### config.mk
export PLATFORM = sky130hd
export DESIGN_NAME = mips_control_fsm_flat
export DESIGN_NICKNAME = d
export VERILOG_FILES = /design/src/rtl/mips_control_fsm_if.sv /design/src/rtl/mips_control_fsm.sv /design/src/flat_wrapper.sv
export SDC_FILE = /design/constraint.sdc
export NUM_CORES = 1
export LEC_CHECK = 0
export CORE_MARGIN = 2
export CORE_UTILIZATION = 51
export CTS_CLUSTER_DIAMETER = 120
export DETAILED_ROUTE_END_ITERATION = 10
export PLACE_DENSITY = 0.91
export SLEW_MARGIN = 20
export SYNTH_ARGS = -nofsm -noshare
export SYNTH_HDL_FRONTEND = slang
export SYNTH_SLANG_ARGS = --single-unit
### constraint.sdc
create_clock -name clk -period 4.04 [get_ports clk]
set_input_delay 1.212 -clock clk [delete_from_list [all_inputs] [get_ports clk]]
set_output_delay 1.212 -clock clk [all_outputs]
set_load 0.01 [all_outputs]
### src/rtl/mips_control_fsm_if.sv
// Control/status bundle between the multicycle MIPS controller and its datapath.
// The master side decodes IR fields and flags and drives strobes; the slave side is the datapath.
interface mips_control_fsm_if #(
    parameter int CNT_W = 32
);
    logic [5:0]       opcode;
    logic [5:0]       funct;
    logic             zero;
    logic             mem_ready;

    logic [3:0]       alu_op;
    logic [1:0]       alu_src_a;
    logic [1:0]       alu_src_b;
    logic             imm_zext;
    logic             pc_write;
    logic [1:0]       pc_source;
    logic             ir_write;
    logic             mem_read;
    logic             mem_write;
    logic             iord;
    logic             reg_write;
    logic             reg_dst;
    logic             mem_to_reg;
    logic             illegal;
    logic [3:0]       state_dbg;
    logic [CNT_W-1:0] instr_count;

    modport master (
        input  opcode, funct, zero, mem_ready,
        output alu_op, alu_src_a, alu_src_b, imm_zext, pc_write, pc_source,
               ir_write, mem_read, mem_write, iord, reg_write, reg_dst,
               mem_to_reg, illegal, state_dbg, instr_count
    );

    modport slave (
        output opcode, funct, zero, mem_ready,
        input  alu_op, alu_src_a, alu_src_b, imm_zext, pc_write, pc_source,
               ir_write, mem_read, mem_write, iord, reg_write, reg_dst,
               mem_to_reg, illegal, state_dbg, instr_count
    );
endinterface

### src/rtl/mips_control_fsm.sv
// Multicycle MIPS control unit: registered state, strobes decoded combinationally from state/opcode/funct.
// Memory states stall on mem_ready; write strobes are masked while reset is high.
module mips_control_fsm #(
    parameter int CNT_W = 32
) (
    input  logic               clk,
    input  logic               reset,
    mips_control_fsm_if.master bus
);
    localparam logic [3:0] OP_ADD  = 4'b0000;
    localparam logic [3:0] OP_SUB  = 4'b0001;
    localparam logic [3:0] OP_AND  = 4'b0010;
    localparam logic [3:0] OP_OR   = 4'b0011;
    localparam logic [3:0] OP_XOR  = 4'b0100;
    localparam logic [3:0] OP_NOR  = 4'b0101;
    localparam logic [3:0] OP_SLT  = 4'b0110;
    localparam logic [3:0] OP_SLTU = 4'b0111;
    localparam logic [3:0] OP_SLL  = 4'b1000;
    localparam logic [3:0] OP_SRL  = 4'b1001;
    localparam logic [3:0] OP_SRA  = 4'b1010;
    localparam logic [3:0] OP_LUI  = 4'b1011;

    typedef enum logic [3:0] {
        S_FETCH    = 4'd0,
        S_DECODE   = 4'd1,
        S_MEM_ADDR = 4'd2,
        S_MEM_RD   = 4'd3,
        S_MEM_WB   = 4'd4,
        S_MEM_WR   = 4'd5,
        S_R_EXEC   = 4'd6,
        S_R_WB     = 4'd7,
        S_BRANCH   = 4'd8,
        S_JUMP     = 4'd9,
        S_I_EXEC   = 4'd10,
        S_I_WB     = 4'd11,
        S_TRAP     = 4'd12
    } state_e;

    state_e           state_q, state_d;
    logic             illegal_q, illegal_d;
    logic [CNT_W-1:0] cnt_q, cnt_d;
    logic             retire;

    logic             r_ok;
    logic [3:0]       r_op;
    logic [1:0]       r_src_a;
    logic [3:0]       i_op;

    logic [3:0]       alu_op;
    logic [1:0]       src_a, src_b, pc_source;
    logic             imm_zext, pc_write, ir_write, mem_read, mem_write;
    logic             iord, reg_write, reg_dst, mem_to_reg;

    // R-type funct decode; r_ok also decides R_EXEC vs TRAP at DECODE.
    always_comb begin
        r_ok    = 1'b1;
        r_op    = OP_ADD;
        r_src_a = 2'd1;
        case (bus.funct)
            6'h20, 6'h21: r_op = OP_ADD;
            6'h22, 6'h23: r_op = OP_SUB;
            6'h24:        r_op = OP_AND;
            6'h25:        r_op = OP_OR;
            6'h26:        r_op = OP_XOR;
            6'h27:        r_op = OP_NOR;
            6'h2A:        r_op = OP_SLT;
            6'h2B:        r_op = OP_SLTU;
            6'h00:        begin r_op = OP_SLL; r_src_a = 2'd2; end
            6'h02:        begin r_op = OP_SRL; r_src_a = 2'd2; end
            6'h03:        begin r_op = OP_SRA; r_src_a = 2'd2; end
            6'h04:        r_op = OP_SLL;
            6'h06:        r_op = OP_SRL;
            6'h07:        r_op = OP_SRA;
            default:      r_ok = 1'b0;
        endcase
    end

    always_comb begin
        i_op = OP_ADD;
        case (bus.opcode)
            6'h0A:   i_op = OP_SLT;
            6'h0B:   i_op = OP_SLTU;
            6'h0C:   i_op = OP_AND;
            6'h0D:   i_op = OP_OR;
            6'h0E:   i_op = OP_XOR;
            6'h0F:   i_op = OP_LUI;
            default: i_op = OP_ADD;
        endcase
    end

    always_comb begin
        state_d    = state_q;
        retire     = 1'b0;
        alu_op     = OP_ADD;
        src_a      = 2'd0;
        src_b      = 2'd0;
        imm_zext   = 1'b0;
        pc_write   = 1'b0;
        pc_source  = 2'd0;
        ir_write   = 1'b0;
        mem_read   = 1'b0;
        mem_write  = 1'b0;
        iord       = 1'b0;
        reg_write  = 1'b0;
        reg_dst    = 1'b0;
        mem_to_reg = 1'b0;
        case (state_q)
            S_FETCH: begin
                mem_read = 1'b1;
                src_b    = 2'd1;
                ir_write = bus.mem_ready;
                pc_write = bus.mem_ready;
                if (bus.mem_ready) state_d = S_DECODE;
            end
            S_DECODE: begin
                src_b = 2'd3;
                case (bus.opcode)
                    6'h23, 6'h2B: state_d = S_MEM_ADDR;
                    6'h00:        state_d = r_ok ? S_R_EXEC : S_TRAP;
                    6'h04, 6'h05: state_d = S_BRANCH;
                    6'h02:        state_d = S_JUMP;
                    6'h08, 6'h09, 6'h0A, 6'h0B,
                    6'h0C, 6'h0D, 6'h0E, 6'h0F: state_d = S_I_EXEC;
                    default:      state_d = S_TRAP;
                endcase
            end
            S_MEM_ADDR: begin
                src_a   = 2'd1;
                src_b   = 2'd2;
                state_d = (bus.opcode == 6'h23) ? S_MEM_RD : S_MEM_WR;
            end
            S_MEM_RD: begin
                mem_read = 1'b1;
                iord     = 1'b1;
                if (bus.mem_ready) state_d = S_MEM_WB;
            end
            S_MEM_WB: begin
                reg_write  = 1'b1;
                mem_to_reg = 1'b1;
                retire     = 1'b1;
                state_d    = S_FETCH;
            end
            S_MEM_WR: begin
                mem_write = 1'b1;
                iord      = 1'b1;
                if (bus.mem_ready) begin
                    retire  = 1'b1;
                    state_d = S_FETCH;
                end
            end
            S_R_EXEC: begin
                alu_op  = r_op;
                src_a   = r_src_a;
                state_d = S_R_WB;
            end
            S_R_WB: begin
                reg_write = 1'b1;
                reg_dst   = 1'b1;
                retire    = 1'b1;
                state_d   = S_FETCH;
            end
            S_BRANCH: begin
                alu_op    = OP_SUB;
                src_a     = 2'd1;
                pc_source = 2'd1;
                pc_write  = (bus.opcode == 6'h04) ? bus.zero : ~bus.zero;
                retire    = 1'b1;
                state_d   = S_FETCH;
            end
            S_JUMP: begin
                pc_write  = 1'b1;
                pc_source = 2'd2;
                retire    = 1'b1;
                state_d   = S_FETCH;
            end
            S_I_EXEC: begin
                alu_op   = i_op;
                src_a    = 2'd1;
                src_b    = 2'd2;
                imm_zext = (bus.opcode == 6'h0C) || (bus.opcode == 6'h0D) || (bus.opcode == 6'h0E);
                state_d  = S_I_WB;
            end
            S_I_WB: begin
                reg_write = 1'b1;
                retire    = 1'b1;
                state_d   = S_FETCH;
            end
            S_TRAP:  state_d = S_TRAP;
            default: state_d = S_TRAP;
        endcase
    end

    assign illegal_d = illegal_q | (state_d == S_TRAP);
    assign cnt_d     = retire ? cnt_q + CNT_W'(1) : cnt_q;

    always_ff @(posedge clk or posedge reset) begin
        if (reset) begin
            state_q   <= S_FETCH;
            illegal_q <= 1'b0;
            cnt_q     <= '0;
        end else begin
            state_q   <= state_d;
            illegal_q <= illegal_d;
            cnt_q     <= cnt_d;
        end
    end

    // State strobes are masked by reset itself so nothing commits while it is asserted.
    assign bus.pc_write    = pc_write  & ~reset;
    assign bus.ir_write    = ir_write  & ~reset;
    assign bus.mem_write   = mem_write & ~reset;
    assign bus.reg_write   = reg_write & ~reset;
    assign bus.alu_op      = alu_op;
    assign bus.alu_src_a   = src_a;
    assign bus.alu_src_b   = src_b;
    assign bus.imm_zext    = imm_zext;
    assign bus.pc_source   = pc_source;
    assign bus.mem_read    = mem_read;
    assign bus.iord        = iord;
    assign bus.reg_dst     = reg_dst;
    assign bus.mem_to_reg  = mem_to_reg;
    assign bus.illegal     = illegal_q;
    assign bus.state_dbg   = state_q;
    assign bus.instr_count = cnt_q;
endmodule

### src/flat_wrapper.sv
// flat-port wrapper written by rule: the top's interface ports become plain ports
module mips_control_fsm_flat 
#(
    parameter int CNT_W = 32
)
  (clk, reset, bus_opcode, bus_funct, bus_zero, bus_mem_ready, bus_alu_op, bus_alu_src_a, bus_alu_src_b, bus_imm_zext, bus_pc_write, bus_pc_source, bus_ir_write, bus_mem_read, bus_mem_write, bus_iord, bus_reg_write, bus_reg_dst, bus_mem_to_reg, bus_illegal, bus_state_dbg, bus_instr_count);
  mips_control_fsm_if #(.CNT_W(CNT_W)) bus_i ();
  input  logic clk;
  input  logic reset;
  input wire logic [$bits(bus_i.opcode)-1:0] bus_opcode;
  input wire logic [$bits(bus_i.funct)-1:0] bus_funct;
  input wire logic [$bits(bus_i.zero)-1:0] bus_zero;
  input wire logic [$bits(bus_i.mem_ready)-1:0] bus_mem_ready;
  output wire logic [$bits(bus_i.alu_op)-1:0] bus_alu_op;
  output wire logic [$bits(bus_i.alu_src_a)-1:0] bus_alu_src_a;
  output wire logic [$bits(bus_i.alu_src_b)-1:0] bus_alu_src_b;
  output wire logic [$bits(bus_i.imm_zext)-1:0] bus_imm_zext;
  output wire logic [$bits(bus_i.pc_write)-1:0] bus_pc_write;
  output wire logic [$bits(bus_i.pc_source)-1:0] bus_pc_source;
  output wire logic [$bits(bus_i.ir_write)-1:0] bus_ir_write;
  output wire logic [$bits(bus_i.mem_read)-1:0] bus_mem_read;
  output wire logic [$bits(bus_i.mem_write)-1:0] bus_mem_write;
  output wire logic [$bits(bus_i.iord)-1:0] bus_iord;
  output wire logic [$bits(bus_i.reg_write)-1:0] bus_reg_write;
  output wire logic [$bits(bus_i.reg_dst)-1:0] bus_reg_dst;
  output wire logic [$bits(bus_i.mem_to_reg)-1:0] bus_mem_to_reg;
  output wire logic [$bits(bus_i.illegal)-1:0] bus_illegal;
  output wire logic [$bits(bus_i.state_dbg)-1:0] bus_state_dbg;
  output wire logic [$bits(bus_i.instr_count)-1:0] bus_instr_count;
  assign bus_i.opcode = bus_opcode;
  assign bus_i.funct = bus_funct;
  assign bus_i.zero = bus_zero;
  assign bus_i.mem_ready = bus_mem_ready;
  assign bus_alu_op = bus_i.alu_op;
  assign bus_alu_src_a = bus_i.alu_src_a;
  assign bus_alu_src_b = bus_i.alu_src_b;
  assign bus_imm_zext = bus_i.imm_zext;
  assign bus_pc_write = bus_i.pc_write;
  assign bus_pc_source = bus_i.pc_source;
  assign bus_ir_write = bus_i.ir_write;
  assign bus_mem_read = bus_i.mem_read;
  assign bus_mem_write = bus_i.mem_write;
  assign bus_iord = bus_i.iord;
  assign bus_reg_write = bus_i.reg_write;
  assign bus_reg_dst = bus_i.reg_dst;
  assign bus_mem_to_reg = bus_i.mem_to_reg;
  assign bus_illegal = bus_i.illegal;
  assign bus_state_dbg = bus_i.state_dbg;
  assign bus_instr_count = bus_i.instr_count;
  mips_control_fsm #(.CNT_W(CNT_W)) u_core (.clk(clk), .reset(reset), .bus(bus_i));
endmodule
==> reports/metrics.cfg, run 1 <==
[layout]
drive_gt1_share_pct = 14.85
stdcell_area_mm2 = 0.003430
n_antenna_cell = 0
area_growth_pct = 42.76
nets = 374

[logic_synthesis]
async_reset_ff_share_pct = 100.0
ys_seq_elements = 37
synthFlopType = dfrtp_1
synth_area_mm2 = 0.002402
syn_inst = 267
syn_nets = 284
synth.avg_cell_area_um2 = 8.997
yosys_warnings = 0
synth-edff-count = 0
synth.distinct_cells = 54
synth-seq-area-share_pct = 38.54

[floorplan]
core_mm2 = 0.004444
die_area_mm2 = 0.005275
die_w_um = 72.63
io_pins = 72
start_util_pct = 54.05
num_rows = 24
die_y_um = 72.63

[routing]
wl_per_cell_um = 15.73
drc = 0
first_pass_iters = 4
wl_mm = 6.433
num_vias = 2387
initialDrtViolationCount = 187
via_per_inst = 5.836
antenna_left = 0

[sta]
tightest_slew_ns = 0.5901
max_slew_margin_pct = 60.66
fmax_ghz = 0.2544
period_share_pct = 97.29
fin_crit_ns = 3.930
final.setup.tns_ns = 0
skew_ns = 0.007133
finalSetupViolations = 0
maxSlewViolCount = 0
hold_violations = 0
rsz0062_at_grt = no

[clocking]
cts_tree = yes
clkTransAtPathRegs_ns = 0.07
cts_root_buffer = clkbuf_8
cts_hold_buf = 0
cts_max_path_buffers = 2
h-tree-depth = 2
clock-sinks = 37
worstSkewPairLatency_ns = 0.29
numCtsBuffers = 5

[global_route]
grt_pass1_wl_mm = 10.84
antenna_found_initial = 0
grt.total_usage_pct = 25.80
grt_pass1_vias = 2340
grt_max_degree = 38
overflow = 0

[pwr]
worst_ir_drop_vdd_v = 0.0001824
finalPower_uw = 695.9
power_density_mw_per_mm2 = 202.9
p_leak_nw = 1.548

[min_path]
min_delay_worst_endpoint = u_core.bus.illegal
min_path_cells = 1
hp-start = u_core.bus.illegal
min_path_type = reg -> reg

[setup_path]
crit_chain = clkdlybuf4s50_1 -> inv_1 -> a2111o_1 -> o32ai_1 -> dlygate4sd2_1
r2r-start = u_core.bus.state_dbg[3]
r2r_slack_ns = 1.81
slowest_stage = clkdlybuf4s50_1
crit_type = in -> out
critical_path.max_stage_delay_ns = 0.49
cp-start-kind = primary input
critPathMaxFanout = 3
crit_arrival_ns = 2.72
cp.required_ns = 2.83
r2r_end = u_core.bus.instr_count[25]
rr_worst_depth = 5
cp-end-kind = primary output

[place]
io_buffers = 71
dpl_cell_area_mm2 = 0.003304
place_congestion = 0.8743
hpwl_mm = 4.809

[outcome]
outcome = finished clean

[job]
cap_violations = 0

==> kinds of logic (layout without fill, tap and decap cells) <==
family	Yosys count	after routing	share of synthesized area [%]
adder cells (fa/ha/maj)	1	1	0.5208
buffers and inverters	24	114	4.114
AO/OA/AOI/OAI	38	38	11.72
multiplexers	2	2	0.8854
AND/OR/NAND/NOR	130	130	31.46
flip-flops	37	37	38.54
XOR/XNOR	35	35	12.76
==> cell usage after synthesis, types with 3 or more instances <==
| master | count | area share [%] |
|---|---|---|
| a32o_1 | 3 | 1.3 |
| inv_1 | 12 | 1.9 |
| dfrtp_1 | 37 | 39 |
| a21oi_1 | 6 | 1.3 |
| nand2_1 | 28 | 4.4 |
| nor2_1 | 24 | 3.8 |
| nand4_1 | 8 | 2.1 |
| nand3_1 | 16 | 3.3 |
| nand2b_1 | 3 | 0.78 |
| buf_2 | 6 | 1.3 |
| nor4_2 | 3 | 1.6 |
| xor2_1 | 18 | 6.6 |
| clkbuf_1 | 4 | 0.62 |
| and3_1 | 7 | 1.8 |
| and4_1 | 4 | 1.5 |
| o21ai_0 | 9 | 1.9 |
| nor3_1 | 18 | 3.8 |
| xnor2_1 | 17 | 6.2 |
==> what timing repair did <==
item,in CTS,in global routing
pin swaps,1,5
resized for setup,10,13
buffers inserted,0,0
endpoints found under the setup margin,8,6
cloned,0,0
==> routing by layer <==
layer,GRT usage [%],vias to the layer above,share of wire (%)
li1,-,1132,-
met1,33.51,1126,41
met2,42.42,114,50
met3,3.591,15,6.7
met4,12.35,0,2.5
met5,0,-,0
==> critical path: cells and delay by family <==
family	cells	cell delay [ns]
compound gates	2	0.63
buf+inv	3	0.87
==> through the flow <==
| stage | worst slack (ns) | util, % | hold slack (ns) | cells |
|---|---|---|---|---|
| final | 0.1096 | 77.17 | 0.4696 | 409 |
| after global routing | 0.003115 | 77.17 | 0.5065 | 409 |
| after CTS | -0.09488 | 76.32 | 0.4751 | 409 |
| after detailed placement | -0.4290 | 74.35 | 0.4521 | 402 |
| after global placement | -0.2880 | 74.35 | 0.4577 | 402 |
| after floorplan | 0.4302 | - | 0.4932 | 267 |
==> cell usage in the layout, fill, tap and decap left out, drive strengths merged, types with 2 or more instances in the layout <==
master         Yosys  layout
a211oi             2       2
a21oi              6       6
a32o               3       3
and3               7       7
and4               4       4
buf                7      24
clkbuf             5       7
clkdlybuf4s50      0      59
dfrtp             37      37
dlygate4sd2        0       7
dlymetal6s2s       0       4
inv               12      12
nand2             28      28
nand2b             5       5
nand3             18      18
nand4              9       9
nor2              24      24
nor2b              2       2
nor3              19      19
nor4               6       6
o21a               2       2
o21ai              9       9
o22ai              2       2
o31ai              2       2
o32ai              2       2
o41ai              2       2
or2                3       3
xnor2             17      17
xor2              18      18
==> sequential cells by signal (all words and copies together) (netlist names) <==
register	cells
u_core.bus.instr_count	32
u_core.bus.state_dbg	4
u_core.bus.illegal	1
==> power by group <==
part           switching [mW]  leakage [nW]  total (mW)  internal, mW
logic                  0.0321          1.01      0.0652        0.0331
clock network           0.126        0.0433       0.261         0.135
registers                   0         0.496       0.370         0.370
==> worst max path at each step <==
stage / start / end / slack (ns) / cells past startpoint
after floorplan: bus_opcode[0] / bus_pc_write / 0.43 / 6
after global placement: bus_opcode[0] / bus_pc_write / -0.29 / 7
after detailed placement: bus_opcode[0] / bus_pc_write / -0.43 / 7
after CTS: bus_opcode[0] / bus_pc_write / -0.09 / 7
after global routing: bus_funct[0] / bus_alu_op[1] / 0.003 / 7
final: bus_funct[1] / bus_alu_op[3] / 0.11 / 5
==> layout make-up <==
cell class | count | area (um2)
sequential | 37 | 925.9
clock inverter | 1 | 7.507
multi-input combinational | 206 | 1416
clock buffer | 6 | 82.58
fill | 318 | 1015
timing repair buffer | 95 | 887.1
inverter | 12 | 45.04
tap | 52 | 65.06
(Power assumes the default switching activity.)
==> run 2: changes to the inputs <==
==> constraint.sdc (replaced) <==
create_clock -name clk -period 4.04 [get_ports clk]
set_input_delay 1.212 -clock clk [delete_from_list [all_inputs] [get_ports clk]]
set_output_delay 1.212 -clock clk [all_outputs]
set_load 0.02 [all_outputs]
==> run 2 against run 1 <==
  * Critical path depth unchanged
  * Register-to-register slack is essentially flat
  * Global-route usage is 1.5 points higher
  * Via count increased by 2.6%
  * Clock-buffer cell count is 1 lower
  * Total power is 18% higher
  * Critical endpoint is now bus_alu_src_a[1]
  * Sequential power about the same
  * Die area unchanged
  * Worst setup slack got worse by 0.078 ns
  * Cell area increased by 0.73%
==> reports/metrics.cfg, run 2 (synthesized netlist as in run 1, its figures left out) <==
[setup_path]
cp-start-kind = primary input
critPathMaxFanout = 3
cp_top_family = buffers and inverters
r2r_slack_ns = 1.81
cp.required_ns = 2.83
slowest_stage = clkdlybuf4s50_1
crit_arrival_ns = 2.80
cp-end-kind = primary output
path_buf_inv = 3
crit_chain = clkdlybuf4s50_1 -> inv_1 -> a2111o_1 -> nor4_1 -> dlygate4sd2_1
critical_path.max_stage_delay_ns = 0.48
crit_type = in -> out

[layout]
final_cell_mix = clkdlybuf4s50_1 (60), dfrtp_1 (37), nand2_1 (28), buf_4 (25), nor2_1 (24)
largest_reg_flops = 32
mostFrequentLayoutCell = clkdlybuf4s50_1
drive_gt1_share_pct = 15.60
n_antenna_cell = 0
area_growth_pct = 43.80
nets = 375

[outcome]
outcome = finished clean

[global_route]
antenna_found_initial = 0
grt_pass1_vias = 2415
grt_max_degree = 38
grt_pass1_wl_mm = 11.39
grt.total_usage_pct = 27.30
overflow = 0

[sta]
finalSetupViolations = 0
tightest_slew_ns = 0.5307
fin_crit_ns = 4.008
hold_slack_ns = 0.4612
fmax_ghz = 0.2495
hold_violations = 0
rsz0062_at_grt = no
period_share_pct = 99.21
skew_ns = 0.008924
final.setup.tns_ns = 0
maxSlewViolCount = 0
max_slew_margin_pct = 64.62

[routing]
via_per_inst = 5.956
first_pass_iters = 4
wl_mm = 6.824
wl_per_cell_um = 16.60
antenna_left = 0
initialDrtViolationCount = 186
drc = 0
num_vias = 2448

[floorplan]
num_rows = 24
io_pins = 72
start_util_pct = 54.05
core_mm2 = 0.004444
die_w_um = 72.63
die_area_mm2 = 0.005275
die_y_um = 72.63

[place]
io_buffers = 71
place_congestion = 0.8777
hpwl_mm = 4.881

[pwr]
worst_ir_drop_vdd_v = 0.0001401
p_leak_nw = 1.550
power_density_mw_per_mm2 = 238.4

[clocking]
numCtsBuffers = 5
cts_max_path_buffers = 2
cts_root_buffer = clkbuf_8
clkTransAtPathRegs_ns = 0.07
clock-sinks = 37
worstSkewPairLatency_ns = 0.29
cts_tree = yes
h-tree-depth = 2
post_cts_buffers = 0

[min_path]
min_path_type = reg -> reg

[job]
cap_violations = 0

run 2: where the power goes:
group / total, mW / internal [mW] / leakage (nW) / switching, mW
Combinational: 0.0659 / 0.0336 / 0.985 / 0.0323
Sequential: 0.370 / 0.370 / 0.496 / 0
Clock: 0.388 / 0.249 / 0.0687 / 0.139
run 2: repair_timing:
item | 4_1_cts | 5_1_grt
resized for setup | 16 | 15
pin swaps | 0 | 0
setup endpoints to repair | 8 | 6
hold buffers | 0 | 0
run 2: final timing paths:
path	from	end	cells past startpoint
min reg2reg	u_core.bus.illegal	u_core.bus.illegal	1
min	u_core.bus.illegal	u_core.bus.illegal	1
max	bus_funct[1]	bus_alu_src_a[1]	5
max in group asynchronous	reset	u_core.bus.state_dbg[3]	3
min in group asynchronous	reset	u_core.bus.instr_count[29]	3
max reg2reg	u_core.bus.state_dbg[3]	u_core.bus.instr_count[28]	5
run 2: worst reg2reg max path, stage by stage (launching register included):
cell and delay, ns:
dfrtp_1 0.63, or2_1 0.42, o31ai_4 0.21, nor4_4 0.52, and3_1 0.24, xor2_1 0.15
run 2: metrics by stage:
stage	setup slack, ns	power (mW)	std cells	cell area [um2]	utilization [%]
2_1_floorplan	0.2149	0.4031	267	2402	-
3_3_place_gp	-0.3551	0.4403	403	3312	74.52
3_5_place_dp	-0.3846	0.4417	403	3312	74.52
4_1_cts	-0.03648	0.8269	411	3451	77.65
5_1_grt	0.004472	0.8509	411	3455	77.73
6_report	0.03205	0.8237	411	3455	77.73
run 2: area by class of cell:
class | instances | area [um2]
clock buffers | 5 | 68.82
multi-input cells | 206 | 1398
inverters | 12 | 45.04
flip-flops and latches | 37 | 925.9
fillers | 291 | 989.7
well taps | 52 | 65.06
repair buffers | 96 | 883.3
clock inverters | 3 | 68.82
run 2: per-layer routing:
layer  up-vias  routed length [um]  track usage, %  share of wire (%)
li1       1134                   -               -                  -
met1      1195                2832           34.81                 42
met2        96                3428           44.75                 50
met3        23                 318           4.006                4.7
met4         0                 246           14.61                3.6
met5         -                   0               0                  0
==> run 3: changes to the inputs <==
--- a/config.mk
+++ b/config.mk
@@ -10,6 +10,7 @@
 export CTS_CLUSTER_DIAMETER = 120
 export DETAILED_ROUTE_END_ITERATION = 10
 export PLACE_DENSITY = 0.91
+export RECOVER_POWER = 25
 export SLEW_MARGIN = 20
 export SYNTH_ARGS = -nofsm -noshare
 export SYNTH_HDL_FRONTEND = slang
==> run 3 against run 2 <==
  * The flow now finishes with violations (max-capacitance violations, max-slew violations)
  * Final cell count stayed put
  * Largest cell class unchanged
  * Total power is 0.10% higher
  * Worst hold slack hardly changed
  * Clock-buffer cell count stayed put
  * First-iteration DRC count is 0.54% higher
  * Clock power hardly changed
  * Largest power group unchanged
  * Critical endpoint unchanged
  * Flip-flop and latch count stayed put
  * Core utilization is 0.084 points lower
  * Maximum frequency hardly changed
  * Non-clock buffer count stayed put
  * Routed wire length is 0.25% lower
  * Register-to-register slack hardly changed
==> reports/metrics.cfg, run 3 (synthesized netlist as in run 1, its figures left out) <==
[sta]
rsz0062_at_grt = no
finalSetupViolations = 0
max_slew_margin_pct = -29.12
final.setup.tns_ns = 0
fmax_ghz = 0.2495
fin_ws_ns = 0.03254
tightest_slew_ns = 1.937
skew_ns = 0.01009
period_share_pct = 99.19
hold_violations = 0
fin_crit_ns = 4.007
maxSlewViolCount = 38

[routing]
wl_mm = 6.807
antenna_left = 0
first_pass_iters = 4
num_vias = 2442
drc = 0
via_per_inst = 5.942
initialDrtViolationCount = 187
wl_per_cell_um = 16.56

[floorplan]
die_area_mm2 = 0.005275
die_y_um = 72.63
die_w_um = 72.63
io_pins = 72
core_mm2 = 0.004444
num_rows = 24
start_util_pct = 54.05

[global_route]
grt_pass1_vias = 2415
overflow = 0
grt.total_usage_pct = 27.30
antenna_found_initial = 0
grt_max_degree = 38
grt_pass1_wl_mm = 11.39

[pwr]
p_int_uw = 651.5
clockPowerShare_pct = 47.2
worst_ir_drop_vdd_v = 0.0001406
p_leak_nw = 1.547
sw_frac_of_total_pct = 20.98
pwr-share-seq_pct = 44.9
p_switching_uw = 173.0
p_comb_share_pct = 7.9
power_density_mw_per_mm2 = 238.9

[clocking]
cts_resized = 16
post_cts_buffers = 0
h-tree-depth = 2
worstSkewPairLatency_ns = 0.29
cts_root_buffer = clkbuf_8
cts_hold_buf = 0
clock-sinks = 37
clkTransAtPathRegs_ns = 0.07
cts_tree = yes
cts_max_path_buffers = 2
numCtsBuffers = 5

[job]
cap_violations = 1

[place]
io_buffers = 71
dpl_cell_area_mm2 = 0.003312
dp_slack_ns = -0.3846
hpwl_mm = 4.881
place_congestion = 0.8777

[layout]
stdcell_area_mm2 = 0.003451
nets = 375
mostFrequentLayoutCell = clkdlybuf4s50_1
drive_gt1_share_pct = 15.32
area_growth_pct = 43.65
largest_reg_flops = 32
final_cell_mix = clkdlybuf4s50_1 (59), dfrtp_1 (37), nand2_1 (28), nor2_1 (24), buf_4 (24)
nFillCells = 291
n_antenna_cell = 0

[setup_path]
cp-end-kind = primary output
crit_type = in -> out
cp-start-kind = primary input
crit_arrival_ns = 2.80
cp.required_ns = 2.83
critPathMaxFanout = 3

[min_path]
min_path_type = reg -> reg

[outcome]
violations = max-capacitance violations, max-slew violations
outcome = complete, but fails checks

[run 3: per-layer routing]
metal	global-route usage [%]	up-vias	wire, um
met1	34.81	1180	2787
met2	44.75	102	3440
met4	14.61	0	233
met3	4.006	22	346
li1	-	1138	-
met5	0	-	0
[run 3: power groups by stage]
stage	combinational (mW)	sequential, mW	clock (mW)
5_1_grt	0.0721	0.370	0.408
4_1_cts	0.0653	0.370	0.392
2_1_floorplan	0.0257	0.377	0
6_report	0.0651	0.370	0.389
3_3_place_gp	0.0629	0.377	0
3_5_place_dp	0.0644	0.377	0
[run 3: area by class of cell]
| type | count | area [um2] | share of cell area, % |
|---|---|---|---|
| Clock buffer | 5 | 68.82 | 1.994 |
| Tap cell | 52 | 65.06 | 1.885 |
| Inverter | 12 | 45.04 | 1.305 |
| Sequential cell | 37 | 925.9 | 26.83 |
| Multi-Input combinational cell | 206 | 1398 | 40.50 |
| Timing Repair Buffer | 96 | 879.6 | 25.49 |
| Clock inverter | 3 | 68.82 | 1.994 |
[run 3: through the flow]
step | hold WS (ns) | std cells | util (%) | power (mW)
3_5_place_dp | 0.4508 | 403 | 74.52 | 0.4417
3_3_place_gp | 0.4576 | 403 | 74.52 | 0.4403
5_1_grt | 0.4968 | 411 | 77.65 | 0.8503
2_1_floorplan | 0.5654 | 267 | - | 0.4031
4_1_cts | 0.4741 | 411 | 77.65 | 0.8269
6_report | 0.4613 | 411 | 77.65 | 0.8245
[run 3: worst paths after layout]
check,startpoint,to,slack [ns],cells after the start
max,bus_funct[1],bus_alu_src_a[1],0.03,5
min,u_core.bus.illegal,u_core.bus.illegal,0.46,1
max reg2reg,u_core.bus.state_dbg[3],u_core.bus.instr_count[28],1.82,5
min reg2reg,u_core.bus.illegal,u_core.bus.illegal,0.46,1
max in group asynchronous,reset,u_core.bus.state_dbg[3],0.76,3
min in group asynchronous,reset,u_core.bus.instr_count[27],2.18,3
[run 3: worst max-delay path, stage by stage]
cell             delay, ns
clkdlybuf4s50_1       0.48
inv_1                 0.07
a2111o_1              0.46
nor4_1                0.20
dlygate4sd2_1         0.38
